File: src/rtl/pipe_pkg.sv
// Shared definitions for the fetch/issue stage: instruction layout, opcodes,
// FSM states, the bubble encoding and source-usage helpers.
package pipe_pkg;

    localparam int         IMEM_DEPTH = 16;
    localparam int         IMEM_AW    = 4;
    localparam logic [4:0] PROG_MAX   = 5'(IMEM_DEPTH);

    localparam logic [3:0] NOP_RD   = 4'd0;
    localparam logic [7:0] NOP_ADDR = 8'hFF;

    localparam int FUNC_LSB = 20;
    localparam int RD_LSB   = 16;
    localparam int RS1_LSB  = 12;
    localparam int RS2_LSB  = 8;
    localparam int ADDR_LSB = 0;

    localparam logic [3:0] FN_ADD   = 4'd0;
    localparam logic [3:0] FN_SUB   = 4'd1;
    localparam logic [3:0] FN_AND   = 4'd2;
    localparam logic [3:0] FN_PASSA = 4'd3;
    localparam logic [3:0] FN_PASSB = 4'd4;
    localparam logic [3:0] FN_OR    = 4'd5;
    localparam logic [3:0] FN_XOR   = 4'd6;
    localparam logic [3:0] FN_NAND  = 4'd7;
    localparam logic [3:0] FN_NOTA  = 4'd8;
    localparam logic [3:0] FN_NOTB  = 4'd9;
    localparam logic [3:0] FN_SHR   = 4'd10;
    localparam logic [3:0] FN_SHL   = 4'd11;
    localparam logic [3:0] FN_HALT  = 4'd15;

    typedef enum logic [1:0] {
        ST_IDLE,
        ST_RUN,
        ST_DRAIN,
        ST_DONE
    } fetchState_e;

    typedef struct packed {
        logic [3:0] func;
        logic [3:0] rd;
        logic [3:0] rs1;
        logic [3:0] rs2;
        logic [7:0] addr;
    } instr_t;

    // A bubble copies NOP_RD onto itself and stores to the reserved scratch address.
    localparam instr_t BUBBLE = '{func: FN_PASSA, rd: NOP_RD, rs1: NOP_RD,
                                  rs2: 4'd0, addr: NOP_ADDR};

    function automatic instr_t decodeWord(input logic [23:0] w);
        instr_t d;
        d.func = w[FUNC_LSB +: 4];
        d.rd   = w[RD_LSB   +: 4];
        d.rs1  = w[RS1_LSB  +: 4];
        d.rs2  = w[RS2_LSB  +: 4];
        d.addr = w[ADDR_LSB +: 8];
        return d;
    endfunction

    function automatic logic uses_rs1(input logic [3:0] f);
        case (f)
            FN_ADD, FN_SUB, FN_AND, FN_OR, FN_XOR, FN_NAND,
            FN_PASSA, FN_NOTA, FN_SHR, FN_SHL: return 1'b1;
            default:                           return 1'b0;
        endcase
    endfunction

    function automatic logic uses_rs2(input logic [3:0] f);
        case (f)
            FN_ADD, FN_SUB, FN_AND, FN_OR, FN_XOR, FN_NAND,
            FN_PASSB, FN_NOTB: return 1'b1;
            default:           return 1'b0;
        endcase
    endfunction

endpackage

File: src/rtl/pipe_fetch_if.sv
// Host-side control/load signals and the issue slot driven to the pipeline.
// stall_cnt exists only when PIPE_FETCH_STATS_EN is defined.
interface pipe_fetch_if;

    logic        load_en;
    logic [3:0]  load_addr;
    logic [23:0] load_data;
    logic [4:0]  prog_len;
    logic        start;
    logic        halt;

    logic [3:0]  rs1;
    logic [3:0]  rs2;
    logic [3:0]  rd;
    logic [3:0]  func;
    logic [7:0]  addr;
    logic        issue_valid;
    logic        busy;
    logic        done;
    logic [4:0]  pc;
`ifdef PIPE_FETCH_STATS_EN
    logic [7:0]  stall_cnt;
`endif

    // master is the fetch stage itself; slave is the host that loads and starts it.
    modport master (
        input  load_en, load_addr, load_data, prog_len, start, halt,
`ifdef PIPE_FETCH_STATS_EN
        output stall_cnt,
`endif
        output rs1, rs2, rd, func, addr, issue_valid, busy, done, pc
    );

    modport slave (
        output load_en, load_addr, load_data, prog_len, start, halt,
`ifdef PIPE_FETCH_STATS_EN
        input  stall_cnt,
`endif
        input  rs1, rs2, rd, func, addr, issue_valid, busy, done, pc
    );

endinterface

File: src/rtl/pipe_hazard_chk.sv
// Read-after-write check of the candidate instruction against the slot
// currently on the outputs; bubbles never cause a stall.
module pipe_hazard_chk
    import pipe_pkg::*;
(
    input  instr_t     cand_i,
    input  logic [3:0] prevRd_i,
    input  logic       prevValid_i,
    output logic       stall_o
);

    logic rs1Hit;
    logic rs2Hit;

    assign rs1Hit  = uses_rs1(cand_i.func) && (cand_i.rs1 == prevRd_i);
    assign rs2Hit  = uses_rs2(cand_i.func) && (cand_i.rs2 == prevRd_i);
    assign stall_o = prevValid_i && (rs1Hit || rs2Hit);

endmodule

File: src/rtl/pipe_fetch.sv
// Fetch/issue stage: program buffer, PC sequencing FSM and hazard bubbles.
// Define PIPE_FETCH_STATS_EN to add the saturating stall_cnt output.
module pipe_fetch
    import pipe_pkg::*;
(
    input  logic          clk,
    input  logic          rst_n,
    pipe_fetch_if.master  fetchBus
);

    instr_t      imem_q [IMEM_DEPTH];

    fetchState_e state_q, state_d;
    logic [4:0]  pc_q, pc_d;
    logic [4:0]  progLen_q, progLen_d;
    logic [1:0]  drainCnt_q, drainCnt_d;
    instr_t      slot_q, slot_d;
    logic        issueValid_q, issueValid_d;
    logic        done_q, done_d;

    instr_t      cand;
    logic        hazardStall;
    logic        haltOp;
    logic        countStall;
    logic        idleLike;
    logic        startAccept;
    logic        loadOk;
    logic [4:0]  pcNext;
    logic [4:0]  progLenClamped;

    assign idleLike       = (state_q == ST_IDLE) || (state_q == ST_DONE);
    assign loadOk         = fetchBus.load_en && idleLike;
    assign startAccept    = fetchBus.start && !fetchBus.halt && idleLike;
    assign cand           = imem_q[pc_q[IMEM_AW-1:0]];
    assign haltOp         = (cand.func == FN_HALT);
    assign pcNext         = pc_q + 5'd1;
    assign progLenClamped = (fetchBus.prog_len > PROG_MAX) ? PROG_MAX : fetchBus.prog_len;

    pipe_hazard_chk u_hazard (
        .cand_i      (cand),
        .prevRd_i    (slot_q.rd),
        .prevValid_i (issueValid_q),
        .stall_o     (hazardStall)
    );

    assign countStall = (state_q == ST_RUN) && !fetchBus.halt && !haltOp && hazardStall;

    // The buffer has no reset so a program survives an rst_n pulse.
    always_ff @(posedge clk) begin
        if (loadOk) begin
            imem_q[fetchBus.load_addr] <= decodeWord(fetchBus.load_data);
        end
    end

    always_ff @(posedge clk or negedge rst_n) begin
        if (!rst_n) begin
            state_q      <= ST_IDLE;
            pc_q         <= 5'd0;
            progLen_q    <= 5'd0;
            drainCnt_q   <= 2'd0;
            slot_q       <= BUBBLE;
            issueValid_q <= 1'b0;
            done_q       <= 1'b0;
        end else begin
            state_q      <= state_d;
            pc_q         <= pc_d;
            progLen_q    <= progLen_d;
            drainCnt_q   <= drainCnt_d;
            slot_q       <= slot_d;
            issueValid_q <= issueValid_d;
            done_q       <= done_d;
        end
    end

    // Every slot defaults to a bubble; only a clean RUN fetch overrides it.
    always_comb begin
        state_d      = state_q;
        pc_d         = pc_q;
        progLen_d    = progLen_q;
        drainCnt_d   = drainCnt_q;
        slot_d       = BUBBLE;
        issueValid_d = 1'b0;
        done_d       = 1'b0;

        case (state_q)
            ST_IDLE, ST_DONE: begin
                if (startAccept) begin
                    pc_d       = 5'd0;
                    progLen_d  = progLenClamped;
                    drainCnt_d = 2'd0;
                    state_d    = (progLenClamped == 5'd0) ? ST_DRAIN : ST_RUN;
                end
            end
            ST_RUN: begin
                if (fetchBus.halt || haltOp) begin
                    state_d    = ST_DRAIN;
                    drainCnt_d = 2'd0;
                end else if (!countStall) begin
                    slot_d       = cand;
                    issueValid_d = 1'b1;
                    pc_d         = pcNext;
                    if (pcNext == progLen_q) begin
                        state_d    = ST_DRAIN;
                        drainCnt_d = 2'd0;
                    end
                end
            end
            ST_DRAIN: begin
                // Three bubbles go out, then done pulses on the edge entering DONE.
                if (drainCnt_q == 2'd3) begin
                    state_d = ST_DONE;
                    done_d  = 1'b1;
                end else begin
                    drainCnt_d = drainCnt_q + 2'd1;
                end
            end
            default: begin
                state_d = ST_IDLE;
            end
        endcase
    end

`ifdef PIPE_FETCH_STATS_EN
    logic [7:0] stallCnt_q;

    always_ff @(posedge clk or negedge rst_n) begin
        if (!rst_n) begin
            stallCnt_q <= 8'd0;
        end else if (startAccept) begin
            stallCnt_q <= 8'd0;
        end else if (countStall && (stallCnt_q != 8'hFF)) begin
            stallCnt_q <= stallCnt_q + 8'd1;
        end
    end

    assign fetchBus.stall_cnt = stallCnt_q;
`endif

    assign fetchBus.func        = slot_q.func;
    assign fetchBus.rd          = slot_q.rd;
    assign fetchBus.rs1         = slot_q.rs1;
    assign fetchBus.rs2         = slot_q.rs2;
    assign fetchBus.addr        = slot_q.addr;
    assign fetchBus.issue_valid = issueValid_q;
    assign fetchBus.busy        = (state_q == ST_RUN) || (state_q == ST_DRAIN);
    assign fetchBus.done        = done_q;
    assign fetchBus.pc          = pc_q;

endmodule

File: src/flat_wrapper.sv
// flat-port wrapper written by rule: the top's interface ports become plain ports
module pipe_fetch_flat import pipe_pkg::*;
  (clk, rst_n, fetchBus_load_en, fetchBus_load_addr, fetchBus_load_data, fetchBus_prog_len, fetchBus_start, fetchBus_halt, fetchBus_rs1, fetchBus_rs2, fetchBus_rd, fetchBus_func, fetchBus_addr, fetchBus_issue_valid, fetchBus_busy, fetchBus_done, fetchBus_pc);
  pipe_fetch_if fetchBus_i ();
  input  logic clk;
  input  logic rst_n;
  input wire logic [$bits(fetchBus_i.load_en)-1:0] fetchBus_load_en;
  input wire logic [$bits(fetchBus_i.load_addr)-1:0] fetchBus_load_addr;
  input wire logic [$bits(fetchBus_i.load_data)-1:0] fetchBus_load_data;
  input wire logic [$bits(fetchBus_i.prog_len)-1:0] fetchBus_prog_len;
  input wire logic [$bits(fetchBus_i.start)-1:0] fetchBus_start;
  input wire logic [$bits(fetchBus_i.halt)-1:0] fetchBus_halt;
  output wire logic [$bits(fetchBus_i.rs1)-1:0] fetchBus_rs1;
  output wire logic [$bits(fetchBus_i.rs2)-1:0] fetchBus_rs2;
  output wire logic [$bits(fetchBus_i.rd)-1:0] fetchBus_rd;
  output wire logic [$bits(fetchBus_i.func)-1:0] fetchBus_func;
  output wire logic [$bits(fetchBus_i.addr)-1:0] fetchBus_addr;
  output wire logic [$bits(fetchBus_i.issue_valid)-1:0] fetchBus_issue_valid;
  output wire logic [$bits(fetchBus_i.busy)-1:0] fetchBus_busy;
  output wire logic [$bits(fetchBus_i.done)-1:0] fetchBus_done;
  output wire logic [$bits(fetchBus_i.pc)-1:0] fetchBus_pc;
  assign fetchBus_i.load_en = fetchBus_load_en;
  assign fetchBus_i.load_addr = fetchBus_load_addr;
  assign fetchBus_i.load_data = fetchBus_load_data;
  assign fetchBus_i.prog_len = fetchBus_prog_len;
  assign fetchBus_i.start = fetchBus_start;
  assign fetchBus_i.halt = fetchBus_halt;
  assign fetchBus_rs1 = fetchBus_i.rs1;
  assign fetchBus_rs2 = fetchBus_i.rs2;
  assign fetchBus_rd = fetchBus_i.rd;
  assign fetchBus_func = fetchBus_i.func;
  assign fetchBus_addr = fetchBus_i.addr;
  assign fetchBus_issue_valid = fetchBus_i.issue_valid;
  assign fetchBus_busy = fetchBus_i.busy;
  assign fetchBus_done = fetchBus_i.done;
  assign fetchBus_pc = fetchBus_i.pc;
  pipe_fetch u_core (.clk(clk), .rst_n(rst_n), .fetchBus(fetchBus_i));
endmodule
File: config.mk
export PLATFORM = sky130hd
export DESIGN_NAME = pipe_fetch_flat
export DESIGN_NICKNAME = d
export VERILOG_FILES = /design/src/rtl/pipe_pkg.sv /design/src/rtl/pipe_fetch_if.sv /design/src/rtl/pipe_hazard_chk.sv /design/src/rtl/pipe_fetch.sv /design/src/flat_wrapper.sv
export SDC_FILE = /design/constraint.sdc
export NUM_CORES = 1
export LEC_CHECK = 0
export ABC_AREA = 1
export CORE_MARGIN = 8
export CORE_UTILIZATION = 40
export CTS_CLUSTER_SIZE = 28
export DETAILED_ROUTE_END_ITERATION = 16
export MAX_ROUTING_LAYER = met4
export PLACE_DENSITY = 0.53
export SETUP_SLACK_MARGIN = 0.05
export SLEW_MARGIN = 20
export SYNTH_ARGS = -nofsm -noshare
export SYNTH_HDL_FRONTEND = slang
export SYNTH_SLANG_ARGS = --single-unit
File: constraint.sdc
create_clock -name clk -period 2.75 [get_ports clk]
set_input_delay 0.55 -clock clk [delete_from_list [all_inputs] [get_ports clk]]
set_output_delay 0.55 -clock clk [all_outputs]
set_load 0.005 [all_outputs]
==> results of run 1 <==
## worst reg2reg max path, stage by stage (launching register included)
cell and delay (ns):
dfrtp_4 0.55, buf_16 0.19, buf_4 0.18, nor2_1 0.11, nor2_1 0.04, o21ai_1 0.07, nand3_1 0.09, nand2_1 0.09
nand2_1 0.12, nand2_2 0.11, nor2_2 0.07, nor2_4 0.12, inv_2 0.06, nor2_4 0.12, buf_12 0.14, buf_12 0.11
nand2_4 0.08, nor2_1 0.26
## power by group
part / switching (W) / internal, W / leakage, nW
logic: 0.00272 / 0.00143 / 2.91
clock network: 0.00247 / 0.00351 / 0.724
registers: 0.000190 / 0.00738 / 3.96
## sequential cells by signal, indices dropped and copies added, names as in the netlist
signal	flops
u_core.fetchBus.issue_valid	1
u_core.fetchBus.rd	4
u_core.fetchBus.addr	8
u_core.fetchBus.rs2	4
u_core.fetchBus.done	1
u_core.fetchBus.pc	5
u_core.imem_q	384
u_core.fetchBus.func	4
u_core.fetchBus.rs1	4
u_core.progLen_q	5
u_core.state_q	2
u_core.drainCnt_q	2
## cell type report
class                      instances  area share (%)
antenna                            2         0.02411
multi-input combinational        873           19.76
clock inverter                    26           1.019
timing repair inverter             1         0.04219
timing repair buffer             145           7.937
sequential                       424           60.45
inverter                          75           1.428
tap                              546           3.291
clock buffer                      58           6.057
## routing by layer
layer / vias up / share of wire (%) / GRT usage (%) / wire [um]
met4: 0 / 2.2 / 6.011 / 1064
li1: 5301 / - / - / -
met2: 403 / 47 / 30.29 / 22720
met3: 69 / 6.3 / 2.810 / 3091
met1: 5662 / 45 / 26.27 / 21900
met5: - / 0 / - / 0
## stage by stage
stage                     hold WS [ns]  setup WS [ns]  area [sq um]  std cells  total power (W)
after CTS                      0.01399        0.07310         20540       2136          0.01755
final                          0.02246         0.1458         20760       2150          0.01771
after detailed placement        0.4925        0.03009         19070       2052          0.01156
after global routing           0.04183        0.05549         20760       2150          0.01847
after global placement          0.4617         0.1022         19070       2052          0.01154
after floorplan                 0.2544         0.3511         17140       1443          0.01001
## placed cells by master, fill, tap and decap left out, drive strengths merged, types with 2 or more instances in the layout
cell type and count:
dfrtp 30, nor2 161, edfxtp 384, nor3 3, a221oi 15, bufinv 3, a31oi 4, a21oi 59
xor2 4, dfstp 10, buf 75, nand2 391, o21ai 89, nand3 97, clkinvlp 2, o22ai 17
o221ai 8, or2 2, clkbuf 60, nand4 13, inv 77, clkinv 20, diode 2, ha 4
clkdlybuf4s50 68
## cell families (layout without fill, tap and decap cells)
kind of cell	after synthesis	after routing	synth area share [%]
simple gates	665	667	15.82
flops	424	424	73.17
compound gates	197	197	6.539
buf+inv	148	305	3.919
xor+xnor	5	5	0.2554
fa+ha+maj	4	4	0.2919
other cells	0	2	0
## worst max path at each step
stage                                      startpoint                                 to  cells past startpoint
floorplan               u_core.state_q[0]$_DFFE_PN0P_      u_core.imem_q[0][0]$_DFFE_PP_                      6
global placement    u_core.fetchBus.pc[0]$_DFFE_PN0P_  u_core.fetchBus.addr[5]$_DFF_PN1_                     15
detailed placement  u_core.fetchBus.pc[0]$_DFFE_PN0P_  u_core.fetchBus.addr[2]$_DFF_PN1_                     15
CTS                 u_core.fetchBus.pc[3]$_DFFE_PN0P_                     fetchBus_pc[3]                      3
global route        u_core.fetchBus.pc[0]$_DFFE_PN0P_  u_core.fetchBus.addr[2]$_DFF_PN1_                     18
finish              u_core.fetchBus.pc[0]$_DFFE_PN0P_  u_core.fetchBus.func[2]$_DFF_PN0_                     17
## timing repair
| item | CTS | global route |
|---|---|---|
| endpoints found under the setup margin | 2 | 24 |
| pin swaps | 0 | 3 |
| setup buffers | 0 | 7 |
| resized for setup | 1 | 13 |
| cloned | 0 | 5 |
==> results.yml, run 1 <==
cts:
  cts_tree: "built"
  cts_hold_buffers: 0
  clockBufferDepth: 3
  cts_sinks: 424
  htreeDepth: 2
  numCtsBuffers: 45
  clk-insertion-delay-late_ns: 0.56
  path_clk_slew_ns: 0.06
  cts_root_buf: "clkbuf_16"
detailed_routing:
  wire_per_inst_um: 22.69
  viasPerCell: 5.319
  vias: 11440
  drtPass1Iterations: 6
  ant_nets: 0
  remaining_drc_errors: 0
  routed_wl_mm: 48.78
  drtIter0Drc: 1082
floorplanning:
  die_h_um: 223.0
  core_sq_um: 42700
  initial_core_util_pct: 40.15
  die_area_sq_um: 49740
  dieWidth_um: 223.0
  num_io_pins: 70
  rows: 76
sta:
  fmax_ghz: 0.3840
  maxSlewHeadroom_pct: 50.23
  setup_viol: 0
  rsz0062_at_grt: "no"
  setup_tns_ns: 0
  fin_skew_ns: 0.02435
  min_period_over_period_pct: 94.70
  fin_crit_ns: 2.604
  hold_viol_final: 0
  maxSlewViolCount: 0
  tightest_slew_ns: 0.7466
synthesis:
  synthFlopType: "edfxtp_1"
  async_flop_share_pct: 9.434
  synth.most_common_cell: "nand2_1"
  synthCells: 1443
  synth_cell_types: 38
  syn_area_sq_um: 17140
  synth_top_area_cell: "edfxtp_1"
  mappedNetlistNets: 1485
  ys_seq_area_share_pct: 73.17
  synthTopCellsByCount: "nand2_1 (385), edfxtp_1 (384), nor2_1 (157)"
  ys_ff_latch: 424
  synth_edf_count: 384
  yosysTopAreaCellShare_pct: 67.26
  synth_area_leaders: "edfxtp_1 (67%), nand2_1 (8.4%), dfrtp_1 (4.4%)"
  synth_area_per_cell_sq_um: 11.88
  ys_warn_count: 0
setup_path:
  r2r_cells: 17
  cp_common_cell: "nor2_1"
  worst_r2r_endpoint: "u_core.fetchBus.func[2]$_DFF_PN0_"
  criticalPathCategory: "flip-flop to flip-flop"
  r2r-start: "u_core.fetchBus.pc[0]$_DFFE_PN0P_"
  worst_path_largest_cell_delay_ns: 0.55
  reg2reg_slack_ns: 0.15
  path_max_fanout: 13
  worstPathArrival_ns: 3.04
  critPathBufInv: 5
  cp_top_family: "simple AND/OR/NAND/NOR gates"
  required_ns: 3.19
  critPathLaunchType: "flip-flop"
  end_kind: "flip-flop"
  slowest_stage: "dfrtp_4"
  crit_chain: "buf_16 > buf_4 > nor2_1 > nor2_1 > o21ai_1 > nand3_1 > nand2_1 > nand2_1 > nand2_2 > nor2_2 > nor2_4 > inv_2 > nor2_4 > buf_12 > buf_12 > nand2_4 > nor2_1"
power_and_ir_drop:
  p_per_area_nw_per_um2: 852.8
  p_leak_nw: 7.604
  peakVddDrop_mv: 0.4045
global_route:
  grt-ovfl-total: 0
  grtUsageTotal_pct: 19.44
  grt_max_degree: 90
  grt_pass1_wl_mm: 70.66
  antenna_found_initial: 2
  grt_pass1_vias: 10900
flow_run:
  maxCapViolCount: 0
layout:
  syn2layout_area_growth_pct: 21.10
  final_util_pct: 48.63
  multi_input_area_sq_um: 4101
  nets: 1607
  n_fill_cell: 3681
  ff_latch_area_sq_um: 12550
  drive_gt1_share_pct: 12.48
placement:
  port_buffers: 69
  dp_hpwl_mm: 27.67
  finalWeightedCongestion: 0.7956
hold_path:
  hp-class: "input port to asynchronous set/reset pin"
run_status:
  status: "finished, final reports clean"
Note: power is estimated with default switching activity, not from simulation.
==> run 2: changes to the inputs <==
--- a/config.mk
+++ b/config.mk
@@ -8,6 +8,7 @@
 export ABC_AREA = 1
 export CORE_MARGIN = 8
 export CORE_UTILIZATION = 40
+export CTS_CLUSTER_DIAMETER = 30
 export CTS_CLUSTER_SIZE = 28
 export DETAILED_ROUTE_END_ITERATION = 16
 export MAX_ROUTING_LAYER = met4
==> results.yml, run 2 (synthesis gave the netlist of run 1 again) <==
setup_path:
  path_max_fanout: 25
  startpoint: "u_core.fetchBus.pc[0]$_DFFE_PN0P_"
  required_ns: 3.23
  end_kind: "flip-flop"
  worstPathArrival_ns: 3.12
  critPathLaunchType: "flip-flop"
  r2r-start: "u_core.fetchBus.pc[0]$_DFFE_PN0P_"
  criticalPathCategory: "flip-flop to flip-flop"
sta:
  fmax_ghz: 0.3795
  maxSlewViolCount: 0
  tightest_slew_ns: 0.7271
  maxSlewHeadroom_pct: 51.53
  hold_viol_final: 0
  rsz0062_at_grt: "yes"
  setup_viol: 0
  min_period_over_period_pct: 95.82
  fin_skew_ns: 0.02481
  fin_crit_ns: 2.635
  setup_tns_ns: 0
global_route:
  grt-ovfl-total: 0
  antenna_found_initial: 1
  grtUsageTotal_pct: 20.04
  grt_pass1_vias: 11540
  grt_pass1_wl_mm: 72.66
  grt_max_degree: 90
placement:
  finalWeightedCongestion: 0.7956
  dp_hpwl_mm: 27.67
  post_dp_cell_area_sq_um: 19070
  dpl.cell_count: 2052
  port_buffers: 69
floorplanning:
  initial_core_util_pct: 40.15
  core_sq_um: 42700
  die_h_um: 223.0
  die_area_sq_um: 49740
  dieWidth_um: 223.0
  rows: 76
  num_io_pins: 70
power_and_ir_drop:
  finalPower_w: 0.02230
  peakVddDrop_mv: 0.4140
  p_per_area_nw_per_um2: 1003
  p_leak_nw: 8.273
detailed_routing:
  drtIter0Drc: 1073
  wire_per_inst_um: 22.20
  remaining_drc_errors: 0
  ant_nets: 0
  vias: 11650
  routed_wl_mm: 49.22
  drtPass1Iterations: 5
  viasPerCell: 5.254
cts:
  clockBufferDepth: 3
  cts_sinks: 424
  cts_tree: "built"
  cts_root_buf: "clkbuf_16"
  numCtsBuffers: 86
  htreeDepth: 3
  clk-insertion-delay-late_ns: 0.59
  path_clk_slew_ns: 0.05
run_status:
  status: "finished, final reports clean"
hold_path:
  hp-class: "flip-flop to flip-flop"
  min_from: "u_core.drainCnt_q[1]$_DFFE_PN0P_"
layout:
  layout_common_cells: "edfxtp_1 (384), nand2_1 (382), nor2_1 (140)"
  final_cells: 2217
  largest_register_ff_count: 384
  final_util_pct: 52.04
  stdcell_area_sq_um: 22220
  nets: 1642
  drive_gt1_share_pct: 16.29
  syn2layout_area_growth_pct: 29.59
  top_register: "u_core.imem_q"
  layout_commonest_cell: "edfxtp_1"
flow_run:
  maxCapViolCount: 0
## run 2: cell count changes in the layout (fill, tap and decap cells not counted), moves of 2 or more
cell	previous run	this run
buf_12	26	24
nand2_4	2	0
clkinv_2	10	12
clkbuf_1	7	9
clkinv_1	8	4
clkbuf_16	49	90
nand2_2	4	7
nand2_1	384	382
bufinv_16	3	15
clkinv_4	1	12
buf_4	44	42
clkbuf_8	4	0
clkinvlp_4	2	15
## run 2: final timing paths
check,slack [ns],to,depth (start not counted)
min,0.50,u_core.drainCnt_q[1]$_DFFE_PN0P_,2
max in group asynchronous,1.53,u_core.fetchBus.addr[4]$_DFF_PN1_,3
min in group asynchronous,0.54,u_core.progLen_q[1]$_DFFE_PN0P_,2
min reg2reg,0.50,u_core.drainCnt_q[1]$_DFFE_PN0P_,2
max,0.11,u_core.fetchBus.rs2[2]$_DFF_PN0_,16
max reg2reg,0.11,u_core.fetchBus.rs2[2]$_DFF_PN0_,16
## run 2: layout make-up
| cell class | count | area (sq um) |
|---|---|---|
| tap | 546 | 683.2 |
| multi-input combinational | 871 | 4075 |
| clock inverter | 60 | 760.7 |
| clock buffer | 98 | 2261 |
| inverter | 75 | 299.0 |
| fill | 3560 | 20480 |
| antenna | 1 | 2.502 |
| timing repair inverter | 1 | 8.758 |
| timing repair buffer | 141 | 1578 |
| sequential | 424 | 12550 |
## run 2: metrics by stage
stage          setup slack [ns]  hold slack [ns]
6_report                 0.1150           0.4967
5_1_grt                 0.01237           0.5304
3_5_place_dp            0.03009           0.4925
3_3_place_gp             0.1022           0.4617
2_1_floorplan            0.3511           0.2544
4_1_cts                 0.07897           0.4951
## run 2: layer usage
metal	global-route usage [%]	wire length, um	share of wire [%]	vias to the layer above
met2	30.82	22750	46	461
li1	-	-	-	5403
met1	26.26	21630	44	5697
met5	-	0	0	-
met4	7.604	1326	2.7	0
met3	3.808	3516	7.1	87
## run 2: power breakdown
part	leakage (nW)	internal (W)	switching (W)	total, W
clock	1.43	0.00731	0.00339	0.0107
sequential	3.96	0.00740	0.000186	0.00759
combinational	2.88	0.00135	0.00265	0.00401
total	8.27	0.0161	0.00623	0.0223
## run 2: what timing repair did
| action | in CTS | in global routing |
|---|---|---|
| setup buffers | 0 | 3 |
| resized for setup | 2 | 14 |
| endpoints found under the setup margin | 7 | 23 |
| pin swaps | 0 | 1 |
| hold buffers | 1 | 0 |
| hold endpoints to repair | 9 | 0 |
| cloned | 0 | 2 |
## run 2: worst max-delay path, cell delays in order (launching register included)
cell and delay (ns):
dfrtp_4 0.54, buf_16 0.21, buf_4 0.18, nor2_1 0.10, nor2_1 0.04, o21ai_1 0.07, nand3_1 0.08, nand2_1 0.09
nand2_1 0.11, nand2_1 0.12, nor2_2 0.08, nor2_4 0.12, inv_2 0.06, nor2_4 0.21, nand2_8 0.13, buf_4 0.18
a21oi_1 0.20
